File: src/rtl/ifu_fetch_stage.sv
// ---------------------------------------------------------------------------
// ifu_fetch_stage
//
// Instruction fetch stage of the npc core. Owns the PC, issues one AXI-Lite
// read per instruction to the icache, and presents {pc, inst, fault} to the
// decode stage over a valid/ready handshake. Redirects from the back end
// (branch/jump/trap/fence.i refetch) squash whatever fetch is in flight.
//
// Optional build macro:
//   IFU_PERF_EN - adds 64-bit performance counters perf_fetch_cnt,
//                 perf_stall_cnt and perf_squash_cnt.
//
// Ports:
//   clk, rst          clock, synchronous active-high reset
//   ic_araddr/arvalid/arready  icache read address channel
//   ic_rdata/rresp/rvalid/rready  icache read data channel
//   redirect_valid/redirect_pc    refetch request from the back end
//   id_valid/id_ready             handshake to the decode stage
//   id_pc/id_inst/id_fault        presented instruction
//   perf_*_cnt (IFU_PERF_EN only) performance counters
// ---------------------------------------------------------------------------
module ifu_fetch_stage #(
    parameter logic [31:0] RESET_PC  = 32'h8000_0000,
    parameter logic [1:0]  OKAY_RESP = 2'b00
) (
    input  logic        clk,
    input  logic        rst,
    output logic [31:0] ic_araddr,
    output logic        ic_arvalid,
    input  logic        ic_arready,
    input  logic [31:0] ic_rdata,
    input  logic [1:0]  ic_rresp,
    input  logic        ic_rvalid,
    output logic        ic_rready,
    input  logic        redirect_valid,
    input  logic [31:0] redirect_pc,
    output logic        id_valid,
    input  logic        id_ready,
    output logic [31:0] id_pc,
    output logic [31:0] id_inst,
`ifdef IFU_PERF_EN
    output logic [63:0] perf_fetch_cnt,
    output logic [63:0] perf_stall_cnt,
    output logic [63:0] perf_squash_cnt,
`endif
    output logic        id_fault
);

    typedef enum logic [1:0] {
        ST_ADDR   = 2'd0,
        ST_WAIT_R = 2'd1,
        ST_HOLD   = 2'd2
    } state_t;

    state_t      r_state;
    logic [31:0] r_pc;
    logic [31:0] r_req_addr;
    logic        r_drop;
    logic [31:0] r_id_pc;
    logic [31:0] r_id_inst;
    logic        r_id_fault;

    logic [31:0] w_redir_tgt;
    logic [31:0] w_pc_inc;
    logic [31:0] w_next_pc;
    logic        w_ar_hs;
    logic        w_resp;
    logic        w_discard;
    logic        w_fire;

    assign w_redir_tgt = {redirect_pc[31:2], 2'b00};
    assign w_pc_inc    = r_pc + 32'd4;
    // After a discarded response the fetch restarts from the newest PC, which
    // is the redirect target if one arrives in that very cycle.
    assign w_next_pc   = redirect_valid ? w_redir_tgt : r_pc;

    assign w_ar_hs   = (r_state == ST_ADDR) && ic_arready;
    // The icache may return hit data in the same cycle the AR is accepted.
    assign w_resp    = (w_ar_hs && ic_rvalid) || ((r_state == ST_WAIT_R) && ic_rvalid);
    assign w_discard = w_resp && (r_drop || redirect_valid);
    assign w_fire    = id_valid && id_ready;

    assign ic_arvalid = (r_state == ST_ADDR);
    assign ic_araddr  = r_req_addr;
    assign ic_rready  = (r_state != ST_HOLD);
    // A redirect in HOLD must never let the stale instruction reach decode.
    assign id_valid   = (r_state == ST_HOLD) && !redirect_valid;
    assign id_pc      = r_id_pc;
    assign id_inst    = r_id_inst;
    assign id_fault   = r_id_fault;

    always_ff @(posedge clk) begin
        if (rst) begin
            r_state    <= ST_ADDR;
            r_pc       <= RESET_PC;
            r_req_addr <= RESET_PC;
            r_drop     <= 1'b0;
            r_id_pc    <= 32'd0;
            r_id_inst  <= 32'd0;
            r_id_fault <= 1'b0;
        end else if (w_resp) begin
            if (w_discard) begin
                r_drop     <= 1'b0;
                r_pc       <= w_next_pc;
                r_req_addr <= w_next_pc;
                r_state    <= ST_ADDR;
            end else begin
                r_id_inst  <= ic_rdata;
                r_id_pc    <= r_req_addr;
                r_id_fault <= (ic_rresp != OKAY_RESP);
                r_state    <= ST_HOLD;
            end
        end else begin
            case (r_state)
                ST_ADDR: begin
                    if (w_ar_hs) begin
                        r_state <= ST_WAIT_R;
                    end
                    if (redirect_valid) begin
                        // An unaccepted AR must keep its address stable, so
                        // only the PC moves; the old response gets dropped.
                        r_drop <= 1'b1;
                        r_pc   <= w_redir_tgt;
                        if (w_ar_hs) begin
                            r_req_addr <= w_redir_tgt;
                        end
                    end
                end
                ST_WAIT_R: begin
                    if (redirect_valid) begin
                        r_drop     <= 1'b1;
                        r_pc       <= w_redir_tgt;
                        r_req_addr <= w_redir_tgt;
                    end
                end
                ST_HOLD: begin
                    if (redirect_valid) begin
                        r_pc       <= w_redir_tgt;
                        r_req_addr <= w_redir_tgt;
                        r_state    <= ST_ADDR;
                    end else if (id_ready) begin
                        r_pc       <= w_pc_inc;
                        r_req_addr <= w_pc_inc;
                        r_state    <= ST_ADDR;
                    end
                end
                default: begin
                    r_state <= ST_ADDR;
                end
            endcase
        end
    end

`ifdef IFU_PERF_EN
    logic [63:0] r_perf_fetch;
    logic [63:0] r_perf_stall;
    logic [63:0] r_perf_squash;

    always_ff @(posedge clk) begin
        if (rst) begin
            r_perf_fetch  <= 64'd0;
            r_perf_stall  <= 64'd0;
            r_perf_squash <= 64'd0;
        end else begin
            if (w_fire) begin
                r_perf_fetch <= r_perf_fetch + 64'd1;
            end
            if ((r_state != ST_HOLD) && !r_drop) begin
                r_perf_stall <= r_perf_stall + 64'd1;
            end
            if (w_discard) begin
                r_perf_squash <= r_perf_squash + 64'd1;
            end
        end
    end

    assign perf_fetch_cnt  = r_perf_fetch;
    assign perf_stall_cnt  = r_perf_stall;
    assign perf_squash_cnt = r_perf_squash;
`endif

endmodule

File: config.mk
export PLATFORM = sky130hd
export DESIGN_NAME = ifu_fetch_stage
export DESIGN_NICKNAME = d
export VERILOG_FILES = /design/src/rtl/ifu_fetch_stage.sv
export SDC_FILE = /design/constraint.sdc
export NUM_CORES = 1
export LEC_CHECK = 0
export CORE_UTILIZATION = 60
export CTS_CLUSTER_DIAMETER = 60
export DETAILED_ROUTE_END_ITERATION = 10
export DONT_BUFFER_PORTS = 1
export HOLD_SLACK_MARGIN = 0.12
export PLACE_DENSITY = 0.87
export RECOVER_POWER = 25
export REMOVE_ABC_BUFFERS = 1
export SLEW_MARGIN = 5
export SYNTH_ARGS = -nofsm -noshare
export SYNTH_HDL_FRONTEND = slang
export SYNTH_SLANG_ARGS = --single-unit
File: constraint.sdc
create_clock -name clk -period 2.3 [get_ports clk]
set_input_delay 0.23 -clock clk [delete_from_list [all_inputs] [get_ports clk]]
set_output_delay 0.23 -clock clk [all_outputs]
set_load 0.01 [all_outputs]
==> summary by stage <==
Outcome
The run finished with clean final reports.

Timing
The number of endpoints with negative hold slack in the final report was 0. The smallest setup slack after layout is 81.7 ps. On the final layout, the worst clock skew is just over 10 ps. The post-route minimum period is 2220 ps. For the pin with the worst max-slew slack, the measured transition is 744 ps. Based on the critical path, the design can be clocked at up to between 0.4 and 0.5 GHz. Setup violations remaining at the end of the flow were counted as 0. Setup repair after global routing left no endpoint under its margin. The worst max-slew margin expressed relative to the limit is between 50 and 60%.

The final critical-path share of the clock period is between 90% and 100%. The count of pins over their slew limit is 0.

Layout
The non-filler instance count after layout is 1121. Cells fill 77.7% of the core in the end. The fill cell instance count of the final layout is 768.

Across the whole layout, storage elements account for about 0.0026 mm2. Summing all multi-input logic gate instances after layout gives ~0.0037 mm2. The share of layout cells above drive strength 1 is 12.3%. Compared with the post-synthesis result, the final layout area differs by 25.4%. The final net count is roughly 1000.

The number of antenna diodes in the final layout is 0.

Clocking
The number of buffers created by CTS is 17. TritonCTS built the clock tree. The maximum clock path buffer count is 2.

For this design, the sink count on the clock tree is between 100 and 150. The H-tree depth is 4. The clock-pin slew of the registers on the worst-case setup and hold paths is ~60 ps. The library cell used as clock root buffer is clkbuf_8. Clock latency on the worst-skew pair, taken at its later pin, is 530 ps.

Die
After floorplanning, the core was divided into 38 placement rows. The die is ~110 um tall. The floorplan step set the die width to 108 um. The floorplan step defined a die boundary enclosing ~0.012 mm2. The number of top-level pins is between 150 and 200. The area of the core is around 0.011 mm2.

The starting utilization of the core area is 62.0%.

Drt
The number of DRC markers after the initial detailed-route iteration is around 1200. In this run the remaining antenna-violating nets after routing total 0. The total via count after detailed routing is between 7000 and 8000. The first-pass iteration count of the detailed router is 6. For this block, the routed nets add up to ~23000 um of wire. The residual DRC count is 0. The via count normalized by instance count is ~6.7. The post-detailed-route wirelength per cell is between 20 and 25 um.

Synthesis
The async set-reset flop share out of synthesis is 0%. Of the synthesized area, sequential elements account for 39.2%. The count of flip-flops with a built-in enable after synthesis is 0. Ranked by total cell area, the synthesized netlist is headed by dfxtp_1, nand2_1, a21oi_1. The synthesized area per cell is about 7.5 um2. The number of cells produced by synthesis is 896. The post-synthesis sequential element count is roughly 130.

The post-synthesis instance area is approximately 0.0067 mm2. The main flop type after synthesis is dfxtp_1. The area share of the leading cell type in the synthesized netlist is between 30% and 40%.

Yosys mapped the design onto between 70 and 80 distinct sky130hd cell types. For this run, the number of Yosys warnings is 0. The library cell occupying the most area in the post-synthesis netlist is dfxtp_1.

Setup path
For the worst setup path, the data required time is approximately 2800 ps. At the worst endpoint, the arrival time is about 2700 ps. The type of the setup path with the least slack is reg -> reg. The largest fanout of any net on the critical path is 9. The worst setup path is captured at a register. The type of element launching the critical path is a register.

GRT
The first global-routing pass estimated 35200 um of wire. The total grt overflow is 0. The number of antenna violations at the first check in global routing is 0.

Entering global routing, the biggest net connects 118 pins. The overall fraction of global-route tracks in use is between 30% and 40%. The number of global-route vias before repair is approximately 7000.

Placed design
After detailed placement, the design holds a cell count of approximately 1000. The count of buffers added on input and output ports is 0. Timing analysis after detailed placement gives a worst setup slack of around 150 ps. The routability-driven placement congestion ratio is 0.950. The sum of net half-perimeters after detailed placement is 13200 um.

Power and ir drop
In this run the power density over the cells is 715 mW/mm2. IR analysis of the VDD net gives a maximum drop of ~0.00053 V. In this run the static leakage power is approximately 3.0 nW.

Flow run
The tool flagged a number of max-cap violations equal to 0.

Min path
The min-delay analysis places its worst path in the category in -> reg.
worst max-delay path: stages (launching register included):
cell and delay (ps):
dfxtp_2 420, nor2b_2 280, inv_1 220, buf_4 230, o41ai_1 240, nand2_1 90, a21oi_1 140, dlygate4sd3_1 550
cell families after synthesis:
| logic type | count (synthesis) | share of synthesized area [%] |
|---|---|---|
| AO/OA/AOI/OAI | 288 | 28.3 |
| XOR/XNOR | 9 | 1.17 |
| adder cells (fa/ha/maj) | 1 | 0.185 |
| buffers and inverters | 100 | 5.95 |
| flip-flops | 132 | 39.2 |
| multiplexers | 8 | 1.21 |
| AND/OR/NAND/NOR | 358 | 24.0 |
per-stage QoR:
step                total power [mW]  hold WS (ps)  TNS, ps  instance area, um2
floorplan                       3.05           299  -188060                6400
global placement                3.28           306        0                7090
detailed placement              3.30           311        0                7090
CTS                             6.02           127        0                8430
global route                    6.26           138        0                8460
finish                          6.05           113        0                8460
cells in the mapped netlist (3+ instances only):
master      n
a211oi_1   18
a21boi_0    4
a21o_1      8
a21oi_1   101
a221oi_1   23
a22oi_1     7
a311oi_1    4
a31oi_1    12
a41oi_1     3
and3_1      5
buf_1      10
buf_2      14
clkbuf_1   58
dfxtp_1   132
inv_1      14
mux2i_1     7
nand2_1   182
nand2b_1   10
nand3_1    26
nand4_1    10
nor2_1     59
nor3_1     26
nor4_1     11
o211ai_1    7
o21ai_0    39
o21ai_1     4
o221ai_1    6
o22ai_1     5
o31a_1      4
o31ai_1     3
o32ai_1     7
o41ai_1     4
or3_1       5
or4_1       6
xnor2_1     6
xor2_1      3
what timing repair did:
| action | in CTS | in global routing |
|---|---|---|
| buffers inserted | 0 | 0 |
| hold endpoints to repair | 132 | 1 |
| hold buffers | 75 | 1 |
| gates resized for setup | 0 | 7 |
| setup endpoints to repair | 0 | 3 |
where the power goes:
| group | internal (mW) | leakage, nW | switching [mW] |
|---|---|---|---|
| clock | 1.56 | 0.280 | 1.02 |
| combinational | 0.368 | 1.66 | 0.485 |
| sequential | 2.42 | 1.08 | 0.186 |
cell usage in the layout, fill, tap and decap left out, types with 10 or more instances in the layout:
cell type,n
inv_1,14
nand2_1,182
nor4_1,11
nand3_1,26
nand4_1,10
a221oi_1,23
o21ai_0,39
a31oi_1,12
nand2b_1,10
nor2_1,59
a211oi_1,18
buf_4,57
nor3_1,25
clkbuf_16,16
dfxtp_1,130
dlygate4sd3_1,74
a21oi_1,101
sequential cells by signal, summed over array words and instances, names as in the netlist:
register and flops:
r_drop 1, r_state 2, id_pc 32, r_pc 32
id_fault 1, id_inst 32, ic_araddr 32
layer usage:
| metal | GRT usage (%) | part of all wire [%] | vias up | wire length, um |
|---|---|---|---|---|
| li1 | - | - | 3402 | - |
| met1 | 46.1 | 39 | 3502 | 8770 |
| met2 | 64.7 | 47 | 488 | 10700 |
| met3 | 10.1 | 11 | 74 | 2440 |
| met4 | 18.3 | 3.3 | 0 | 737 |
| met5 | 0 | 0 | - | 0 |
layout make-up:
cell class / count / area share, %
Clock buffer: 18 / 5.06
Clock inverter: 14 / 1.61
Inverter: 15 / 0.666
Multi-Input combinational cell: 664 / 44.0
Sequential cell: 132 / 31.3
Tap cell: 140 / 2.07
Timing Repair Buffer: 138 / 15.4
path summary, 6_finish.rpt:
check / slack, ps / startpoint / cells past startpoint / to
worst max-delay path: 80 / r_state[1]$_SDFFE_PP0P_ / 7 / r_pc[4]$_SDFFE_PP0P_
worst min register to register: 470 / r_pc[1]$_SDFFE_PP0P_ / 2 / ic_araddr[1]$_SDFFE_PP0P_
worst min-delay path: 110 / rst / 2 / r_pc[27]$_SDFFE_PP0P_
worst max register to register: 80 / r_state[1]$_SDFFE_PP0P_ / 7 / r_pc[4]$_SDFFE_PP0P_
No activity file was read; power rests on OpenSTA's default activity.
